File: config.mk
export PLATFORM = sky130hd
export DESIGN_NAME = alu_cmd_sequencer
export DESIGN_NICKNAME = d
export VERILOG_FILES = /design/src/rtl/alu_cmd_sequencer.sv
export SDC_FILE = /design/constraint.sdc
export NUM_CORES = 1
export LEC_CHECK = 0
export BUFFER_PORTS_ARGS = -buffer_cell sky130_fd_sc_hd__buf_2
export CAP_MARGIN = 20
export CORE_AREA = 2 2 76 78
export DETAILED_ROUTE_END_ITERATION = 7
export DIE_AREA = 0 0 78 80
export PLACE_DENSITY = 0.77
export SYNTH_ARGS = -nofsm -noshare
export SYNTH_HDL_FRONTEND = slang
export SYNTH_SLANG_ARGS = --single-unit
File: constraint.sdc
create_clock -name clk -period 2.3 [get_ports clk]
set_input_delay 0.46 -clock clk [delete_from_list [all_inputs] [get_ports clk]]
set_output_delay 0.46 -clock clk [all_outputs]
set_load 0.01 [all_outputs]
File: src/rtl/alu_cmd_sequencer.sv
// Command sequencer for the 8-bit combinational ALU: accepts accumulator-style
// instructions, drives registered operands, captures result/flags, returns a response.
module alu_cmd_sequencer #(
    parameter logic [7:0]  ACC_RST = 8'h00,
    parameter int unsigned CNT_W   = 16
) (
    input  logic             clk,
    input  logic             rst_n,
    input  logic             instr_valid,
    output logic             instr_ready,
    input  logic [2:0]       instr_op,
    input  logic [1:0]       instr_mode,
    input  logic [7:0]       instr_imm,
    input  logic             instr_wb,
    output logic [7:0]       alu_a,
    output logic [7:0]       alu_b,
    output logic [2:0]       alu_opcode,
    input  logic [7:0]       alu_out,
    input  logic             alu_sign,
    input  logic             alu_zero,
    input  logic             alu_carry,
    input  logic             alu_parity,
    input  logic             alu_overflow,
    output logic             res_valid,
    input  logic             res_ready,
    output logic [7:0]       res_data,
    output logic [4:0]       res_flags,
    output logic [7:0]       acc,
    output logic [CNT_W-1:0] op_count
);

    typedef enum logic [1:0] {IDLE, ISSUE, CAPTURE, RESP} state_t;

    state_t           state, state_nxt;
    logic             wb_q, wb_nxt;
    logic [7:0]       a_nxt, b_nxt, acc_nxt, data_nxt;
    logic [2:0]       op_nxt;
    logic [4:0]       flags_nxt;
    logic             valid_nxt;
    logic [CNT_W-1:0] cnt_nxt;
    logic             accept;

    // Ready depends only on state and reset, never on instr_valid.
    assign instr_ready = (state == IDLE) && rst_n;
    assign accept      = instr_valid && instr_ready;

    always_ff @(posedge clk) begin
        if (!rst_n) begin
            state      <= IDLE;
            wb_q       <= 1'b0;
            alu_a      <= 8'h00;
            alu_b      <= 8'h00;
            alu_opcode <= 3'b000;
            acc        <= ACC_RST;
            res_data   <= 8'h00;
            res_flags  <= 5'b00000;
            res_valid  <= 1'b0;
            op_count   <= '0;
        end else begin
            state      <= state_nxt;
            wb_q       <= wb_nxt;
            alu_a      <= a_nxt;
            alu_b      <= b_nxt;
            alu_opcode <= op_nxt;
            acc        <= acc_nxt;
            res_data   <= data_nxt;
            res_flags  <= flags_nxt;
            res_valid  <= valid_nxt;
            op_count   <= cnt_nxt;
        end
    end

    always_comb begin
        state_nxt = state;
        wb_nxt    = wb_q;
        a_nxt     = alu_a;
        b_nxt     = alu_b;
        op_nxt    = alu_opcode;
        acc_nxt   = acc;
        data_nxt  = res_data;
        flags_nxt = res_flags;
        valid_nxt = res_valid;
        cnt_nxt   = op_count;
        case (state)
            IDLE: begin
                if (accept) begin
                    wb_nxt = instr_wb;
                    case (instr_mode)
                        2'b00: begin
                            a_nxt     = acc;
                            b_nxt     = instr_imm;
                            op_nxt    = instr_op;
                            state_nxt = ISSUE;
                        end
                        2'b01: begin
                            a_nxt     = instr_imm;
                            b_nxt     = acc;
                            op_nxt    = instr_op;
                            state_nxt = ISSUE;
                        end
                        2'b11: begin
                            a_nxt     = acc;
                            b_nxt     = acc;
                            op_nxt    = instr_op;
                            state_nxt = ISSUE;
                        end
                        2'b10: begin
                            // Immediate load bypasses the ALU; flags keep their old value.
                            acc_nxt   = instr_imm;
                            data_nxt  = instr_imm;
                            valid_nxt = 1'b1;
                            state_nxt = RESP;
                        end
                    endcase
                end
            end
            ISSUE: state_nxt = CAPTURE;
            CAPTURE: begin
                flags_nxt = {alu_overflow, alu_parity, alu_carry, alu_zero, alu_sign};
                if (wb_q) begin
                    acc_nxt  = alu_out;
                    data_nxt = alu_out;
                end else begin
                    data_nxt = acc;
                end
                valid_nxt = 1'b1;
                state_nxt = RESP;
            end
            RESP: begin
                if (res_ready) begin
                    valid_nxt = 1'b0;
                    if (op_count != {CNT_W{1'b1}}) begin
                        cnt_nxt = op_count + CNT_W'(1);
                    end
                    state_nxt = IDLE;
                end
            end
        endcase
    end

endmodule
# Yosys cells after proc, flatten, opt, wreduce, memory -nomap -nowiden
# Cells that the tools add are included.
[word_totals] output_inout_bits=58 regBits=52 input_bits=31 word_cells=54
[op_classes] n_eq_ne=11 n_mux=14 addsub=1 n_reduce_logical=19
[op_table] operator="one-hot mux 8 bit (2 select lines)" n=3
[op_table] operator="2-to-1 mux 8 bit" n=3
[op_table] operator="adder 16 x 1 -> 16 bit, second input constant" n=1
[op_table] operator="inequality test 16 bit, second input constant" n=1
[op_table] operator="AND reduction 3 bit" n=4
[op_table] operator="== test 2 bit, second input constant" n=4
[op_table] operator="one-hot mux 2 bit (4 select lines)" n=1
[op_table] operator="AND reduction 4 bit" n=2
[op_table] operator="inequality test 2 bit, second input constant" n=3
[op_table] operator="nonzero test 2 bit" n=3
[op_table] operator="== test 2 x 1 -> 1 bit, second input constant" n=2
[op_table] operator="logical NOT 2 bit" n=2
[op_table] operator="2-to-1 mux 2 bit" n=2
[op_table] operator="one-hot mux 2 bit (2 select lines)" n=1
[op_table] operator="AND reduction 2 bit" n=2
[op_table] operator="OR reduction 2 bit" n=2
[op_table] operator="2-to-1 mux 1 bit" n=3
[op_table] operator="one-hot mux 1 bit (3 select lines)" n=1
[op_table] operator="nonzero test 3 bit" n=1
[op_table] operator="OR reduction 3 bit" n=1
[op_table] operator="logical AND 1 bit" n=2
[op_table] operator="inequality test 2 x 1 -> 1 bit, second input constant" n=1

# Logic depth before layout (Yosys ltp)
[logic_depth] depth_word=5 ltp_mapped=8 ltp_nobuf=6

# Worst setup path after synthesis
# OpenSTA, ideal clock, no wires.
[synth_timing] path_type="register to register" startpoint="register op_count[0]" endpoint="register op_count[14]" t_required_ps=2230 path_stages_with_launch=7 period_less_slack_ps=1742 n_path_buf=1 slack_ps=558 arrival_ps=1672 cell_sequence="dfxtp_1 -> ha_1 -> buf_2 -> and4_2 -> nand2_1 -> or4_1 -> a21oi_1"
[synth_via] elab_chain_cells=2 elab_cells_between_ends=3
[synth_lines] item="start: declaration" line_no="29" source="output logic [CNT_W-1:0] op_count"
[synth_lines] item="start signal: assignment" line_no="69" source="op_count <= cnt_nxt;"
[synth_lines] item="branches (longest 2 deep; another with adder 16 x 1 -> 16 bit)"
# Parallel ways; which one is timed is not known.
# A chain may end at the register's enable or synchronous reset.

# Worst setup path after layout
[layout_timing] startpoint="register state[0]" endpoint="register op_count[13]"
[layout_via] elab_chain_cells=2
[layout_lines] item="start: declaration" line_no="34" source="state_t state, state_nxt;"
[layout_lines] item="start signal: assignment" line_no="60" source="state <= state_nxt;"
[layout_lines] item="== test 2 bit" line_no="84" source="case (state)"
[layout_lines] item="AND reduction 3 bit (no source line)"
# Every way passes these cells.

==> results.md <==
* Status: complete, no violations
* Layout Nets at ~400
* Clock transition at path regs at around 100 ps
* TritonCTS clock tree: built
* Layout fillers at slightly above 500
* Post-route clock period utilization at roughly nine tenths
* Global Route met2 Usage at about 32%
* Top cells by area, synth: dfxtp_1, mux2i_1, nor2_1, a211oi_1, ha_1
* CTS max path bufs at 2
* Pwr Density at a little under 900 mW/mm²
* Wire length of the first global-routing pass at about 10 mm
* Die width at ~78 µm
* Final hold vios at 0
* GR Overflow Total at 0
* Required @ worst endpoint at roughly 2500 ps
* Worst-skew pair later-pin latency at roughly 300 ps
* PortBufs at between 80 and 90
* Synth Area per Inst at 8.860 µm²
* Arr. time, crit path at approximately 2300 ps
* Distinct cell type count after synthesis at 39
* CTS sink count at 52
* Mapped Cells at ~300
* Top Usage Layer GRT: met2
* Final Skew at approximately 7.4 ps
* Final setup vio count at 0
* Routability-driven placement congestion ratio at roughly 0.8
* Leading area contributor after synthesis: dfxtp_1
* Slew @ Worst Pin at approximately 570 ps
* Hold Path Cell Cnt at 3
* Peak supply drop at 0.4648 mV
* Routed WL at 6.121 mm
* Post-layout minimum cycle time at about 2000 ps
* Vias in the first global route at 2132
* DRC errors left at 0
* Synthesized net count at roughly 340
* CTS root buffer: clkbuf_8
* N_diodes at 0
* Reg2reg path depth at 5
* Area Growth Syn to Fin at 19.58%
* Crit Path Max Fanout at 11
* Detailed placement HPWL at ~4.4 mm
* CTS buffer count at 5
* Synth Warn # at 0
* Crit path launch type: register
* Post-Syn Area at roughly 0.0026 mm²
* Placed Cells at 435
* Yosys top cell area share at 39.83%
* CTS resizes at 0
* I/O pins at slightly below 90
* Endpoint class of the critical path: register
* Hold buffers post-CTS at 0
* Initial antenna violation count at 0
* Die height at 80 µm
* M1 GR Usage at between 20% and 30%
* Fin. max-slew vios at 0
* Max Fclk at around 0.49 GHz
* Initial DRC count at 115
* Non-filler cells, final at roughly 440
* Util after Layout at 57.82%
* Pin count of the biggest net entering global routing at 36
* Starting Density at between 40% and 50%
* Post-route ant nets at 0
* Total global-route track usage at 19.30%
* Setup_tns at 0 ps
* Sequential share of the synthesized area at around two fifths
* Vias at roughly 2400
* Standard-cell rows at 27
* Global Route met3 Usage at ~4.3%
* Max capacitance violation total at 0
* Relative slew slack at 62.23%
* Layout cells sized above 1 at about 29%
* H-tree Lvls at 2
* Floorplan core area at 0.005405 mm²
* WS Path Type: reg -> reg
* Setup Fix Bufs, Post-CTS at 0
* First-pass DRT Iterations at 4
* Avg WL per Cell at 13.82 µm
* Pleak at approximately 1.4 nW
* Worst Hold Class: in -> reg
* Full die area at between 0.006 and 0.007 mm²
* Vias per cell at about 5.5
* RSZ-0062 raised after global routing: false
* Flops & latches, synth at 52
Yosys cell counts:
master,n
nand4_2,1
a31oi_1,1
o211ai_1,1
buf_1,1
o31ai_1,5
dlygate4sd1_1,1
a41oi_1,2
o221a_2,1
nand2b_1,2
nand3_1,7
clkbuf_1,5
buf_6,3
a211oi_1,19
and4_1,3
a311oi_1,10
nor2_1,40
o22ai_1,1
and3_1,2
o211ai_2,1
inv_1,7
nand2_1,24
and2_1,3
or3_1,4
o21ai_0,11
a21oi_1,13
nor2b_1,3
nand4_1,3
nor3b_1,1
buf_4,9
ha_1,9
mux2i_1,29
nor4_1,1
o311ai_0,1
or4_1,5
and4_2,1
nor3_1,5
dfxtp_1,52
a2111o_1,1
buf_2,7
routing by layer:
metal  vias to the layer above  wire (µm)
li1                       1223          -
met1                      1133       2773
met5                         -          0
met2                        70       3004
met4                         0         60
met3                         6        283
cells by family after synthesis:
group | count (synthesis) | share of synthesized area [%]
buffers and inverters | 33 | 7.420
AO/OA/AOI/OAI | 67 | 17.95
flip-flops | 52 | 39.83
AND/OR/NAND/NOR | 105 | 19.39
multiplexers | 29 | 11.11
adder cells (fa/ha/maj) | 9 | 4.308
path summary, 6_finish.rpt:
| path | slack [ps] | end | from |
|---|---|---|---|
| worst min register to register | 500 | op_count[7]$_SDFFE_PN0P_ | op_count[7]$_SDFFE_PN0P_ |
| worst max-delay path | 270 | op_count[13]$_SDFFE_PN0P_ | state[0]$_SDFFE_PN0P_ |
| worst max register to register | 270 | op_count[13]$_SDFFE_PN0P_ | state[0]$_SDFFE_PN0P_ |
| worst min-delay path | 390 | res_flags[4]$_SDFFE_PN0P_ | alu_overflow |
layout by cell type (no fill, tap or decap), types with 7 or more instances in the layout:
| master | n |
|---|---|
| a21oi_1 | 13 |
| mux2i_1 | 29 |
| ha_1 | 9 |
| a211oi_1 | 19 |
| dfxtp_1 | 52 |
| a311oi_1 | 10 |
| nand2_1 | 24 |
| buf_2 | 88 |
| inv_1 | 7 |
| nor2_1 | 40 |
| o21ai_0 | 11 |
| nand3_1 | 7 |
per-stage QoR:
stage | area (µm²) | power, mW | hold slack, ps | setup WS, ps
2_1_floorplan | 2614 | 1.966 | 463.2 | 558.2
3_3_place_gp | 3037 | 2.221 | 467.6 | 371.4
3_5_place_dp | 3037 | 2.248 | 479.0 | 288.2
4_1_cts | 3126 | 2.769 | 379.6 | 261.0
5_1_grt | 3126 | 2.940 | 384.6 | 96.07
6_report | 3126 | 2.747 | 386.4 | 266.8
layout make-up:
| cell class | instances | area, µm² | area share [%] |
|---|---|---|---|
| multi-input combinational | 210 | 1381 | 44.20 |
| sequential | 52 | 1041 | 33.31 |
| timing repair buffer | 94 | 498.0 | 15.93 |
| clock buffer | 6 | 72.57 | 2.322 |
| clock inverter | 2 | 16.27 | 0.5204 |
| inverter | 7 | 26.28 | 0.8407 |
| tap | 72 | 90.09 | 2.882 |
sequential cells by signal, indices dropped and copies added (netlist names):
signal      flops
res_valid       1
acc             8
res_flags       5
op_count       16
alu_a           8
state           2
wb_q            1
alu_opcode      3
alu_b           8
worst max-delay path: stages, from the launching register on:
cell and delay (ps):
dfxtp_1 390, ha_1 220, and2_1 350, nand4_2 300, or4_1 570, a21oi_1 140
report_power, final:
part           switching, mW  total (mW)  internal (mW)
Clock                  0.305       0.522          0.217
Combinational          0.566        1.02          0.452
Sequential             0.138        1.21           1.07
Total                   1.01        2.75           1.74
Note: power is estimated with default switching activity, not from simulation.
